File: config.mk
export PLATFORM = sky130hd
export DESIGN_NAME = cam_pixel_assembler
export DESIGN_NICKNAME = d
export VERILOG_FILES = /design/src/rtl/cam_pixel_assembler.sv
export SDC_FILE = /design/constraint.sdc
export NUM_CORES = 1
export LEC_CHECK = 0
export CAP_MARGIN = 25
export CORE_MARGIN = 2
export CORE_UTILIZATION = 50
export DETAILED_ROUTE_END_ITERATION = 16
export PLACE_DENSITY = 0.72
export SETUP_SLACK_MARGIN = 0.5
export SLEW_MARGIN = 30
export SYNTH_ARGS = -nofsm -noshare
export SYNTH_HDL_FRONTEND = slang
export SYNTH_SLANG_ARGS = --single-unit
File: constraint.sdc
create_clock -name clk -period 3.6 [get_ports clk]
set_clock_uncertainty 0.05 [all_clocks]
set_input_delay 0.72 -clock clk [delete_from_list [all_inputs] [get_ports clk]]
set_output_delay 0.72 -clock clk [all_outputs]
set_load 0.02 [all_outputs]
File: src/rtl/cam_pixel_assembler.sv
// OV7670 capture stage: registers the camera bus, pairs bytes into RGB565
// words tagged with frame_start, and checks frame geometry and FIFO overflow.
module cam_pixel_assembler #(
   parameter int FRAME_WIDTH  = 640,
   parameter int FRAME_HEIGHT = 480
) (
   input  logic        clk,
   input  logic        reset_n,
   input  logic        v_sync,
   input  logic        h_ref,
   input  logic [7:0]  cam_data,
   input  logic        queue_full,
   output logic [16:0] queue_data,
   output logic        queue_wr_en,
   output logic        frame_done,
   output logic        frame_error,
   output logic        overflow
);

   typedef enum logic [1:0] {
      WAIT_VSYNC = 2'd0,
      FRAME      = 2'd1,
      DROP       = 2'd2
   } state_t;

   localparam logic [9:0] WIDTH_C  = 10'(FRAME_WIDTH);
   localparam logic [8:0] HEIGHT_C = 9'(FRAME_HEIGHT);

   // S0 input stage plus one cycle of history for edge detection
   logic       vs_q, hr_q, vs_p_q, hr_p_q;
   logic [7:0] dat_q;

   always_ff @(posedge clk or negedge reset_n) begin
      if (!reset_n) begin
         vs_q   <= 1'b0;
         hr_q   <= 1'b0;
         vs_p_q <= 1'b0;
         hr_p_q <= 1'b0;
         dat_q  <= '0;
      end else begin
         vs_q   <= v_sync;
         hr_q   <= h_ref;
         dat_q  <= cam_data;
         vs_p_q <= vs_q;
         hr_p_q <= hr_q;
      end
   end

   state_t      state_q;
   logic [9:0]  col_q;
   logic [8:0]  line_q;
   logic        phase_q, bad_q, arm_q;
   logic [7:0]  hi_q;
   logic        pix_vld_q, fs_q;
   logic [15:0] pix_q;
   logic        done_q, err_q, ovf_q;

   logic       vs_rise, vs_fall, hr_fall;
   logic [9:0] col_d;
   logic [8:0] line_d;
   logic       line_bad, wr_en, drop, pix_ok, frame_bad;

   assign vs_rise = vs_q & ~vs_p_q;
   assign vs_fall = ~vs_q & vs_p_q;
   assign hr_fall = ~hr_q & hr_p_q;

   // Saturating counters so an oversize line/frame can never alias to a legal count
   assign col_d  = (&col_q)  ? col_q  : col_q + 10'd1;
   assign line_d = (&line_q) ? line_q : line_q + 9'd1;

   assign line_bad = phase_q | (col_q != WIDTH_C);
   assign wr_en    = pix_vld_q & (state_q == FRAME) & ~queue_full;
   assign drop     = pix_vld_q & (state_q == FRAME) & queue_full;
   assign pix_ok   = (col_q < WIDTH_C) & (line_q < HEIGHT_C);

   // Line-end check is folded in before the frame-end line count, so a
   // coincident h_ref fall and v_sync rise closes the line first.
   assign frame_bad = bad_q | drop | hr_q | (hr_fall & line_bad) |
                      ((hr_fall ? line_d : line_q) != HEIGHT_C);

   always_ff @(posedge clk or negedge reset_n) begin
      if (!reset_n) begin
         state_q   <= WAIT_VSYNC;
         col_q     <= '0;
         line_q    <= '0;
         phase_q   <= 1'b0;
         bad_q     <= 1'b0;
         arm_q     <= 1'b0;
         hi_q      <= '0;
         pix_vld_q <= 1'b0;
         fs_q      <= 1'b0;
         pix_q     <= '0;
         done_q    <= 1'b0;
         err_q     <= 1'b0;
         ovf_q     <= 1'b0;
      end else begin
         done_q    <= 1'b0;
         pix_vld_q <= 1'b0;
         if (drop)  ovf_q <= 1'b1;
         if (wr_en) arm_q <= 1'b0;
         case (state_q)
            WAIT_VSYNC: begin
               if (vs_fall) begin
                  state_q <= FRAME;
                  col_q   <= '0;
                  line_q  <= '0;
                  phase_q <= 1'b0;
                  bad_q   <= 1'b0;
                  arm_q   <= 1'b1;
               end
            end
            FRAME: begin
               if (vs_rise) begin
                  done_q  <= 1'b1;
                  err_q   <= frame_bad;
                  state_q <= WAIT_VSYNC;
               end else if (drop) begin
                  bad_q   <= 1'b1;
                  state_q <= DROP;
               end else if (hr_fall) begin
                  if (line_bad) bad_q <= 1'b1;
                  line_q  <= line_d;
                  col_q   <= '0;
                  phase_q <= 1'b0;
               end else if (hr_q) begin
                  if (!phase_q) begin
                     hi_q    <= dat_q;
                     phase_q <= 1'b1;
                  end else begin
                     phase_q <= 1'b0;
                     col_q   <= col_d;
                     if (pix_ok) begin
                        pix_vld_q <= 1'b1;
                        pix_q     <= {hi_q, dat_q};
                        fs_q      <= arm_q;
                     end else begin
                        bad_q <= 1'b1;
                     end
                  end
               end
            end
            DROP: begin
               if (vs_rise) begin
                  done_q  <= 1'b1;
                  err_q   <= 1'b1;
                  state_q <= WAIT_VSYNC;
               end
            end
            default: state_q <= WAIT_VSYNC;
         endcase
      end
   end

   assign queue_data  = {fs_q, pix_q};
   assign queue_wr_en = wr_en;
   assign frame_done  = done_q;
   assign frame_error = err_q;
   assign overflow    = ovf_q;

endmodule

Word level (Yosys, flattened, before mapping)
Cells that the tools add are included.
Storage, ports and cells
  memory bits (read-only): 0
  memories: 0
  output and inout port bits: 21
  logic and storage cells: 123
  register bits after elaboration: 65
  bits in latches: 0
  bits in writable memories: 0
  input bits: 13
Operators by class
  eq/ne operators: 17
  reduce and logical (&&, ||, !) cells: 14
  multiplexer cells: 49
  multipliers: 0
  magnitude comparators: 2
  divide/modulo/power cells: 0
  add/sub/neg operators: 2
  bitwise gates (word level): 21
  shift-type cells: 0
Operators by type and width (count)
  $mux W10: 7
  $mux W9: 5
  $mux W1: 27
  $reduce_and A7 Y1: 3
  $pmux W10 S2: 1
  $pmux W9 S2: 1
  $ne A4 B4 Y1 const B: 4
  $ne A3 B3 Y1 const B: 4
  $add A10 B1 Y10 const B: 1
  $lt A10 B10 Y1 const B: 1
  $ne A10 B10 Y1 const B: 1
  $ne A2 B2 Y1 const B: 5
  $reduce_and A10 Y1: 1
  $add A9 B1 Y9 const B: 1
  $lt A9 B9 Y1 const B: 1
  $ne A9 B9 Y1 const B: 1
  $reduce_and A9 Y1: 1
  $and A1 B1 Y1: 8
  $mux W2: 4
  $not A1 Y1: 8
  $pmux W1 S2: 3
  $pmux W2 S3: 1
  $reduce_and A3 Y1: 2
  $reduce_and A6 Y1: 1
  8 further kinds: 13

Logic depth before layout (Yosys ltp)
  depth after elaboration: 9
  depth in mapped cells: 8
  gate-level depth less buffers: 7

Worst setup path before layout
Ideal clock, no wire load.
  kind: input -> register
  start: input port queue_full
  end: register pix_q[10]
  arrival time: 1.988 ns
  data required time: 3.425 ns
  cell stages on the path: 5
  setup slack: 1.437 ns
  path buffers: 1
  library setup time: 0.125 ns
  path through: nand2_1 > nand3_1 > nor3_2 > buf_4 > mux2_2
Between the ends
  cells in the longest elaborated chain, start to end: 3
RTL lines
  from (decl): RTL line 12  | input logic queue_full,
  $and A1 B1 Y1: RTL line 73  | assign drop = pix_vld_q & (state_q == FRAME) & queue_full;
  $not A1 Y1 (no source line)
  $reduce_and A7 Y1 (no source line)
  to (signal assigned): RTL line 134  | pix_q <= {hi_q, dat_q};
  to (decl): RTL line 55  | logic [15:0] pix_q;
No other way between the ends.
A chain may end at the register's enable or synchronous reset.

Worst setup path in the final report
  start: register state_q[1]
  end: output port queue_wr_en
Between the ends
  cells in the longest elaborated chain, start to end: 3
RTL lines
  from (decl): RTL line 49  | state_t state_q;
  from (signal assigned): RTL line 83  | state_q <= WAIT_VSYNC;
  from (signal assigned): RTL line 104  | state_q <= FRAME;
  from (signal assigned): RTL line 116  | state_q <= WAIT_VSYNC;
  $eq A2 B1 Y1: RTL line 72  | assign wr_en = pix_vld_q & (state_q == FRAME) & ~queue_full;
  $and A1 B1 Y1 (2 in series): RTL line 72
  to (decl): RTL line 14  | output logic queue_wr_en,
No other way between the ends.

==> metrics.md <==
| Metric | Value |
|---|---|
| Setup CP Type | `register to primary output` |
| Antenna Nets Post-Route | `0` |
| Final TNS setup | `0 ns` |
| Die Y | `82.4 um` |
| Mapped Cells | `roughly 270` |
| Core box area | `5920 um^2` |
| Hold-fix buffers, CTS | `0` |
| Top Ports | `34` |
| Multi-input logic area | `between 1000 and 1500 um^2` |
| Number of flops mapped to enable cells by yosys | `0` |
| Via density | `5.78` |
| CTS Sinks | `65` |
| Post-Syn Area | `3070 um^2` |
| GP Congestion | `0.876` |
| Yosys top cell area share | `52.9%` |
| Chip width | `82.4 um` |
| CP Capture Type | `primary output` |
| Final wirelength | `6.06 mm` |
| Post-synth ARST share | `100%` |
| Top FF cell, synth | `dfrtp_1` |
| Drt drc | `0` |
| Cts repair resizes | `0` |
| Max Slew Vio Count | `0` |
| Hold WS | `0.236 ns` |
| Register area share after synthesis | `52.9%` |
| Gr usage total | `about 20%` |
| CTS tree | `yes` |
| Total number of vias | `around 2300` |
| Synth Register Bits | `65` |
| Worst-Margin Slew | `~0.59 ns` |
| Hold Path Class | `input pin to asynchronous set/reset pin` |
| Fillers | `between 400 and 500` |
| IO buf count | `33` |
| Row Count | `28` |
| Initial antenna violation count | `0` |
| Vias in the first global route | `2108` |
| # Post-CTS Setup Buffers | `0` |
| Worst r2r path cells | `8` |
| Clk pin slew, worst setup/hold paths | `0.08 ns` |
| Mapped Avg Cell Area | `between 10 and 15 um^2` |
| Antenna Cells | `0` |
| Largest net degree at the start of global routing | `50` |
| CP required | `about 2.8 ns` |
| WL per Instance | `approximately 16 um` |
| Max cap viols | `0` |
| Skew-Pair Late Insertion Delay | `0.34 ns` |
| Syn_nets | `293` |
| Synth area leaders | `dfrtp_1 (53%), mux2_2 (9.9%), nand2_1 (2.9%), a22o_1 (2.6%), ha_1 (2.4%)` |
| Htree depth | `3` |
| Die Footprint | `6790 um^2` |
| Final period util | `79.1%` |
| Startpoint types | `register` |
| Hpwl dp | `about 4.2 mm` |
| Deepest clock path buffer count | `2` |
| GRT overflow | `0` |
| Post-synth cell types | `49` |
| First-pass GRT wire length | `about 10 mm` |
| DRT iter0 DRCs | `a little under 200` |
| Starting Density | `51.9%` |
| RSZ-0062 raised after global routing | `no` |
| Fraction of layout cells with a size suffix above 1 | `around a fifth` |
| TritonRoute pass-1 iters | `4` |
| Root buffer cell | `clkbuf_8` |
| Worst rel slew slack | `between 60% and 70%` |
| Fin crit period | `2.85 ns` |
| Sequential cell area | `1630 um^2` |
| Status | `completed` |
| Fmax | `~350 MHz` |
| YS warnings | `0` |
| Final hold violations | `0` |
| CP Max Fanout | `12` |
| Worst endpoint data arrival time | `~2.1 ns` |
| Final net count | `329` |
| Reg2reg start | `state_q[1]` |
| Worst IR Drop VDD | `roughly 0.45 mV` |
| Setup-failing EPs final | `0` |
| Worst R2R End | `col_q[5]` |
| Lkg Pwr | `1.53 nW` |
| CTS Buf Count | `9` |
| Post-synth top area cell | `dfrtp_1` |
| R2r setup slk | `1.01 ns` |
| Area Overhead vs Synth | `19.2%` |
| PwrDens | `718 nW/um^2` |
## cell usage after synthesis, drive strengths merged (6+ instances only)
| library cell | count |
|---|---|
| mux2 | 27 |
| a21o | 6 |
| ha | 6 |
| nand3 | 12 |
| buf | 9 |
| dfrtp | 65 |
| o21ai | 8 |
| o31ai | 6 |
| a22o | 9 |
| inv | 9 |
| a21oi | 13 |
| nand2 | 24 |
| nor2 | 16 |
## area by class of cell
type / instances / area share [%]
tap: 75 / 2.56
clock inverter: 7 / 2.12
multi-input combinational: 188 / 36.9
timing repair buffer: 37 / 9.70
clock buffer: 9 / 3.38
sequential: 65 / 44.4
inverter: 9 / 0.922
## where the power goes
group,internal (mW),switching [mW],leakage [nW]
Combinational,0.468,0.475,0.619
Clock,0.326,0.302,0.100
Sequential,0.924,0.135,0.812
## through the flow
step	setup WS [ns]	power [mW]	cell area [um^2]	instances	utilization [%]
6_report	0.752	2.63	3660	390	61.9
5_1_grt	0.595	2.79	3660	390	61.9
4_1_cts	0.738	2.65	3660	390	61.9
3_5_place_dp	0.713	2.01	3460	374	58.5
3_3_place_gp	0.784	2.00	3460	374	58.5
2_1_floorplan	1.44	1.67	3070	274	-
## how the worst max path moves through the flow
stage             endpoint        from  cells past startpoint
6_report       queue_wr_en  state_q[1]                      5
3_5_place_dp      col_q[5]  queue_full                      7
3_3_place_gp      col_q[5]  queue_full                      7
5_1_grt        queue_wr_en  state_q[1]                      5
2_1_floorplan    pix_q[10]  queue_full                      5
4_1_cts        queue_wr_en  state_q[1]                      5
## per-layer routing
layer  track usage (%)  part of all wire (%)  up-vias
li1                  -                     -     1075
met3              6.09                   6.5       10
met2              28.5                    45       71
met1              27.9                    47     1100
met5                 0                     0        -
met4              8.67                   1.5        0
## cell families (layout without fill, tap and decap cells)
logic type	Yosys count	in the layout	synth area share, %
simple gates	87	87	15.3
flops	65	65	52.9
compound gates	60	60	14.0
mux	29	29	10.5
buf+inv	21	62	3.09
fa+ha+maj	6	6	2.44
xor+xnor	6	6	1.71
## state kept, by name, summed over array words and instances, names as in the netlist, 2 cells and up
register	count
col_q	10
state_q	2
pix_q	16
hi_q	8
line_q	9
dat_q	8
## critical path, stage by stage (launching register included)
cell	delay [ns]
dfrtp_1	0.41
inv_1	0.10
ha_1	0.39
nand2_1	0.12
nor2_1	0.11
clkdlybuf4s50_1	0.61
## layout by cell type (no fill, tap or decap), drive strengths merged, types with 4 or more instances in the layout
cell type,n
a21o,6
dfrtp,65
nand2,24
ha,6
o21ai,8
a21oi,13
buf,5
a22o,9
nor2,16
nand3,12
clkbuf,9
mux2,27
nor4,4
xnor2,5
o31ai,6
clkdlybuf4s50,32
nor3,5
inv,11
(Power assumes the default switching activity.)
